--- src/rtl/mini_ram_burst_ctrl_if.sv ---
// Command/stream fabric handshakes plus the single-port RAM port of one
// mini_ram_burst_ctrl; slave is the controller, master is everything around it.
interface mini_ram_burst_ctrl_if;
  logic       cmd_valid;
  logic       cmd_ready;
  logic       cmd_wr;
  logic [7:0] cmd_addr;
  logic [7:0] cmd_len;
  logic       wdata_valid;
  logic       wdata_ready;
  logic [7:0] wdata;
  logic       rdata_valid;
  logic       rdata_ready;
  logic [7:0] rdata;
  logic       done;
  logic       ram_ce;
  logic       ram_we;
  logic [7:0] ram_addr;
  logic [7:0] ram_din;
  logic [7:0] ram_dout;

  modport slave (
    input  cmd_valid, cmd_wr, cmd_addr, cmd_len, wdata_valid, wdata, rdata_ready, ram_dout,
    output cmd_ready, wdata_ready, rdata_valid, rdata, done, ram_ce, ram_we, ram_addr, ram_din
  );

  modport master (
    output cmd_valid, cmd_wr, cmd_addr, cmd_len, wdata_valid, wdata, rdata_ready, ram_dout,
    input  cmd_ready, wdata_ready, rdata_valid, rdata, done, ram_ce, ram_we, ram_addr, ram_din
  );
endinterface

--- src/rtl/mini_ram_burst_ctrl.sv ---
// Burst initiator for a mini single-port RAM: write beats pass straight through,
// read beats go through a 2-entry FIFO so downstream backpressure never loses data.
module mini_ram_burst_ctrl #(
  parameter int ADDR_BITS = 8
) (
  input  logic                 clk,
  input  logic                 rst_n,
  mini_ram_burst_ctrl_if.slave bus
);

  typedef enum logic [1:0] {IDLE, WRITE, READ, DRAIN} state_t;

  state_t               state, state_next;
  logic [ADDR_BITS-1:0] addr;
  logic [7:0]           len;
  logic [8:0]           count;
  logic [7:0]           fifo_mem [2];
  logic                 wr_ptr, rd_ptr;
  logic [1:0]           fifo_count, fifo_count_next;
  logic                 inflight;
  logic                 done_q, done_next;

  logic       cmd_fire, wr_fire, pop, push, issue, last_beat;
  logic [2:0] occupancy;

  assign cmd_fire  = bus.cmd_valid && bus.cmd_ready;
  assign wr_fire   = bus.wdata_valid && bus.wdata_ready;
  assign pop       = bus.rdata_valid && bus.rdata_ready;
  assign push      = inflight;
  assign last_beat = (count == {1'b0, len});

  // Slots already claimed (buffered or on their way from the RAM), net of this cycle's pop
  assign occupancy       = {1'b0, fifo_count} + {2'b00, inflight} - {2'b00, pop};
  assign fifo_count_next = fifo_count + {1'b0, push} - {1'b0, pop};

  assign bus.rdata_valid = (fifo_count != 2'd0);
  assign bus.rdata       = fifo_mem[rd_ptr];
  assign bus.done        = done_q;

  always_comb begin
    bus.ram_addr                = '0;
    bus.ram_addr[ADDR_BITS-1:0] = addr;
  end

  always_comb begin
    state_next      = state;
    done_next       = 1'b0;
    issue           = 1'b0;
    bus.cmd_ready   = 1'b0;
    bus.wdata_ready = 1'b0;
    bus.ram_ce      = 1'b0;
    bus.ram_we      = 1'b0;
    bus.ram_din     = '0;
    case (state)
      IDLE: begin
        bus.cmd_ready = 1'b1;
        if (bus.cmd_valid) state_next = bus.cmd_wr ? WRITE : READ;
      end
      WRITE: begin
        bus.wdata_ready = 1'b1;
        bus.ram_ce      = bus.wdata_valid;
        bus.ram_we      = bus.wdata_valid;
        bus.ram_din     = bus.wdata;
        if (wr_fire && last_beat) begin
          state_next = IDLE;
          done_next  = 1'b1;
        end
      end
      READ: begin
        issue      = (occupancy < 3'd2);
        bus.ram_ce = issue;
        if (issue && last_beat) state_next = DRAIN;
      end
      DRAIN: begin
        if (fifo_count_next == 2'd0) begin
          state_next = IDLE;
          done_next  = 1'b1;
        end
      end
      default: state_next = IDLE;
    endcase
  end

  always_ff @(posedge clk or negedge rst_n) begin
    if (!rst_n) begin
      state      <= IDLE;
      addr       <= '0;
      len        <= '0;
      count      <= '0;
      wr_ptr     <= 1'b0;
      rd_ptr     <= 1'b0;
      fifo_count <= '0;
      inflight   <= 1'b0;
      done_q     <= 1'b0;
    end else begin
      state      <= state_next;
      done_q     <= done_next;
      inflight   <= issue;
      fifo_count <= fifo_count_next;
      if (cmd_fire) begin
        addr  <= bus.cmd_addr[ADDR_BITS-1:0];
        len   <= bus.cmd_len;
        count <= '0;
      end else if (wr_fire || issue) begin
        addr  <= addr + 1'b1;
        count <= count + 9'd1;
      end
      if (push) wr_ptr <= ~wr_ptr;
      if (pop)  rd_ptr <= ~rd_ptr;
    end
  end

  // Storage only; occupancy is tracked by the reset-cleared pointers and count
  always_ff @(posedge clk) begin
    if (push) fifo_mem[wr_ptr] <= bus.ram_dout;
  end

endmodule

--- src/flat_wrapper.sv ---
// flat-port wrapper written by rule: the top's interface ports become plain ports
module mini_ram_burst_ctrl_flat 
#(
  parameter int ADDR_BITS = 8
)
  (clk, rst_n, bus_cmd_valid, bus_cmd_wr, bus_cmd_addr, bus_cmd_len, bus_wdata_valid, bus_wdata, bus_rdata_ready, bus_ram_dout, bus_cmd_ready, bus_wdata_ready, bus_rdata_valid, bus_rdata, bus_done, bus_ram_ce, bus_ram_we, bus_ram_addr, bus_ram_din);
  mini_ram_burst_ctrl_if bus_i ();
  input  logic clk;
  input  logic rst_n;
  input wire logic [$bits(bus_i.cmd_valid)-1:0] bus_cmd_valid;
  input wire logic [$bits(bus_i.cmd_wr)-1:0] bus_cmd_wr;
  input wire logic [$bits(bus_i.cmd_addr)-1:0] bus_cmd_addr;
  input wire logic [$bits(bus_i.cmd_len)-1:0] bus_cmd_len;
  input wire logic [$bits(bus_i.wdata_valid)-1:0] bus_wdata_valid;
  input wire logic [$bits(bus_i.wdata)-1:0] bus_wdata;
  input wire logic [$bits(bus_i.rdata_ready)-1:0] bus_rdata_ready;
  input wire logic [$bits(bus_i.ram_dout)-1:0] bus_ram_dout;
  output wire logic [$bits(bus_i.cmd_ready)-1:0] bus_cmd_ready;
  output wire logic [$bits(bus_i.wdata_ready)-1:0] bus_wdata_ready;
  output wire logic [$bits(bus_i.rdata_valid)-1:0] bus_rdata_valid;
  output wire logic [$bits(bus_i.rdata)-1:0] bus_rdata;
  output wire logic [$bits(bus_i.done)-1:0] bus_done;
  output wire logic [$bits(bus_i.ram_ce)-1:0] bus_ram_ce;
  output wire logic [$bits(bus_i.ram_we)-1:0] bus_ram_we;
  output wire logic [$bits(bus_i.ram_addr)-1:0] bus_ram_addr;
  output wire logic [$bits(bus_i.ram_din)-1:0] bus_ram_din;
  assign bus_i.cmd_valid = bus_cmd_valid;
  assign bus_i.cmd_wr = bus_cmd_wr;
  assign bus_i.cmd_addr = bus_cmd_addr;
  assign bus_i.cmd_len = bus_cmd_len;
  assign bus_i.wdata_valid = bus_wdata_valid;
  assign bus_i.wdata = bus_wdata;
  assign bus_i.rdata_ready = bus_rdata_ready;
  assign bus_i.ram_dout = bus_ram_dout;
  assign bus_cmd_ready = bus_i.cmd_ready;
  assign bus_wdata_ready = bus_i.wdata_ready;
  assign bus_rdata_valid = bus_i.rdata_valid;
  assign bus_rdata = bus_i.rdata;
  assign bus_done = bus_i.done;
  assign bus_ram_ce = bus_i.ram_ce;
  assign bus_ram_we = bus_i.ram_we;
  assign bus_ram_addr = bus_i.ram_addr;
  assign bus_ram_din = bus_i.ram_din;
  mini_ram_burst_ctrl #(.ADDR_BITS(ADDR_BITS)) u_core (.clk(clk), .rst_n(rst_n), .bus(bus_i));
endmodule
--- config.mk ---
export PLATFORM = sky130hd
export DESIGN_NAME = mini_ram_burst_ctrl_flat
export DESIGN_NICKNAME = d
export VERILOG_FILES = /design/src/rtl/mini_ram_burst_ctrl_if.sv /design/src/rtl/mini_ram_burst_ctrl.sv /design/src/flat_wrapper.sv
export SDC_FILE = /design/constraint.sdc
export NUM_CORES = 1
export LEC_CHECK = 0
export ABC_CLOCK_PERIOD_IN_PS = 3300
export BUFFER_PORTS_ARGS = -buffer_cell sky130_fd_sc_hd__buf_2
export CORE_MARGIN = 2
export CORE_UTILIZATION = 45
export CTS_BUF_LIST = sky130_fd_sc_hd__clkbuf_16
export DETAILED_ROUTE_END_ITERATION = 10
export PLACE_DENSITY = 0.71
export SLEW_MARGIN = 10
export SYNTH_ARGS = -nofsm -noshare
export SYNTH_HDL_FRONTEND = slang
export SYNTH_SLANG_ARGS = --single-unit
--- constraint.sdc ---
create_clock -name clk -period 3.3 [get_ports clk]
set_input_delay 0.165 -clock clk [delete_from_list [all_inputs] [get_ports clk]]
set_output_delay 0.165 -clock clk [all_outputs]
set_load 0.02 [all_outputs]
==> results_dict.tcl <==
set metrics [dict create \
    cp_max_fo 18 \
    gr-total-overflow 0 \
    fmax_ghz 0.321 \
    port_buffers 67 \
    slowest_stage "fa_1" \
    min_period_ns 3.11 \
    drtIter0Drc 76 \
    rr_endpoint "u_core.state[1]" \
    min_path_type "input pin to flip-flop" \
    p_leak_nw 1.42 \
    io_pins 68 \
    cts.htree.levels 2 \
    ys_warn_count 0 \
    synth.most_common_cell "nand2_1" \
    hp-start "bus_cmd_len[3]" \
    slew_headroom_pct 38.5 \
    clk_pin_slew_ns 0.07 \
    slowest_delay_ns 0.59 \
    synth_top_area_share_pct 34.4 \
    async_reset_ff_share_pct 67.3 \
    worstRegToRegCells 12 \
    antenna_found_initial 0 \
    clk_latency_ns 0.29 \
    diodes 0 \
    cts_tree "done" \
    syn_inst 215 \
    setup_violations 0 \
    grt_pass1_vias 1714 \
    fin_crit_sh_pct 94.3 \
    path_cells "inv_1, nand2_1, and2_1, ha_1, inv_1, ha_1, fa_1, o31ai_4, buf_4, and2_2, buf_2" \
    drtAntennaViolNets 0 \
    cp-start-kind "flip-flop" \
    place.detailed.hpwl_mm 3.19 \
    yosysSeqAreaShare_pct 54.5 \
    die_h_um 77.0 \
    hold_end "u_core.len[3]" \
    initial_utilization_pct 46.7 \
    outcome "finished clean" \
    dieArea_um2 5930 \
    synthTopCellsByArea "dfrtp_1 (34%), edfxtp_1 (20%), xor2_1 (8.0%), nand2_1 (5.3%), ha_1 (4.2%)" \
    fillCellCount 463 \
    skew_ns 0.00621 \
    min_delay_path_depth 3 \
    grtUsageTotal_pct 16.3 \
    std_cell_rows 26 \
    firstDrtPassIters 4 \
    ys.flop_type "dfrtp_1" \
    irDropWorstVdd_mv 0.493 \
    worstPathArrival_ns 2.95 \
    cts_max_path_buffers 2 \
    die_x_um 77.0 \
    timing.rr.start "u_core.fifo_count[1]" \
    required_ns 3.13 \
    drv_slew 0 \
    drive_above_1_share_pct 30.8 \
    cts_root_buf "clkbuf_16" \
    cp-end-kind "primary output" \
    drc 0 \
    cts-resized-gates 0 \
    nets 332 \
    maxCapViolCount 0 \
    clock_sinks 49 \
    synth_edf_count 16 \
    r2r_setup_slack_ns 0.37 \
    cts_hold_buf 1 \
    synth_nets 262 \
    grt_pass1_wl_mm 7.78 \
    via_per_inst 4.83 \
    vias 1718 \
    avgSynthCellArea_um2 11.2 \
    rsz0062_at_grt "false" \
    p_per_area_nw_per_um2 909 \
    p_total_mw 2.69 \
    core_um2 5140 \
    yosysTopAreaCell "dfrtp_1" \
    area.growth.synth_to_final_pct 23.4 \
    worstMarginPinSlew_ns 0.922 \
    grt_max_degree 34 \
    synth_area_um2 2400 \
    cts_buffers 5 \
    drt_wl_total_mm 4.55 \
    yosys-top-cells-count "nand2_1 (34), dfrtp_1 (33), xor2_1 (22)" \
    gp_congestion 0.743 \
    criticalPathCategory "flip-flop to primary output" \
    hold_violations 0 \
    cts_setup_buffers 0 \
    synth_cell_types 30 \
    synth_seq_cells 49 \
    setup_tns_ns 0 \
    wl_per_cell_um 12.8 \
]
## flip-flops by register name, summed over array words and instances (netlist names), 2 cells and up
signal               flops
u_core.bus.ram_addr      8
u_core.fifo_mem         16
u_core.state             2
u_core.len               8
u_core.count             9
u_core.fifo_count        2
## cell type report
| cell class | instances | area, um^2 | share of cell area [%] |
|---|---|---|---|
| clock buffers | 5 | 125 | 4.23 |
| flip-flops and latches | 49 | 1310 | 44.1 |
| multi-input cells | 150 | 1020 | 34.6 |
| clock inverters | 3 | 26.3 | 0.888 |
| well taps | 70 | 87.6 | 2.96 |
| inverters | 10 | 37.5 | 1.27 |
| repair buffers | 69 | 353 | 11.9 |
## layer usage
metal	wire length (um)	track usage, %	vias to the layer above	part of all wire (%)
met3	250	4.35	6	5.5
li1	-	-	864	-
met2	2170	27.5	47	48
met4	46	5.00	0	1.0
met1	2080	20.7	801	46
met5	0	0	-	0
## critical path, delay by kind of cell, from the launching register on
kind	cells	cell delay (ns)
adders and majority gates	3	1.08
buffers and inverters	4	0.54
and+or+nand+nor	3	0.40
DFF	1	0.39
AOI/OAI and AO/OA	1	0.24
## cells by family (layout without fill, tap and decap cells)
group	Yosys count	count (layout)	share of synthesized area (%)
buffers and inverters	16	87	2.82
DFF	49	49	54.5
adders and majority gates	9	9	5.01
muxes	12	12	5.43
AOI/OAI and AO/OA	17	17	5.58
xor gates and xnor gates	25	25	9.13
and+or+nand+nor	87	87	17.6
## worst max-delay path by stage
stage | endpoint | startpoint | slack (ns)
floorplan | u_core.count[3] | u_core.fifo_count[1] | 0.44
global placement | u_core.state[0] | u_core.fifo_count[1] | 0.51
detailed placement | u_core.state[1] | u_core.fifo_count[1] | 0.40
CTS | bus_ram_ce | u_core.fifo_count[1] | 0.19
global route | bus_ram_ce | u_core.fifo_count[1] | 0.01
finish | bus_ram_ce | u_core.fifo_count[1] | 0.19
## power breakdown
group | internal (mW) | total (mW) | switching [mW]
sequential | 0.829 | 1.00 | 0.175
clock | 0.286 | 0.518 | 0.232
combinational | 0.466 | 1.17 | 0.702
## placed cells by master, fill, tap and decap left out, types with 4 or more instances in the layout
master	instances
buf_2	67
nand2_1	34
dfrtp_1	33
xor2_1	22
edfxtp_1	16
nor2_1	14
and2_1	12
inv_1	10
o21ai_0	9
nand4_1	9
mux2_2	8
ha_1	8
nand3_1	5
clkbuf_16	5
mux2i_1	4
## per-stage QoR
| step | std cells | cell area, um^2 | hold WS [ns] | utilization, % | setup WS (ns) |
|---|---|---|---|---|---|
| floorplan | 215 | 2400 | -0.131 | - | 0.439 |
| global placement | 347 | 2800 | 0.273 | 54.5 | 0.511 |
| detailed placement | 347 | 2800 | 0.274 | 54.5 | 0.396 |
| CTS | 356 | 2960 | 0.0604 | 57.6 | 0.185 |
| global route | 356 | 2960 | 0.0574 | 57.6 | 0.0145 |
| finish | 356 | 2960 | 0.0581 | 57.6 | 0.188 |
Power figures use the tool's default switching activity.
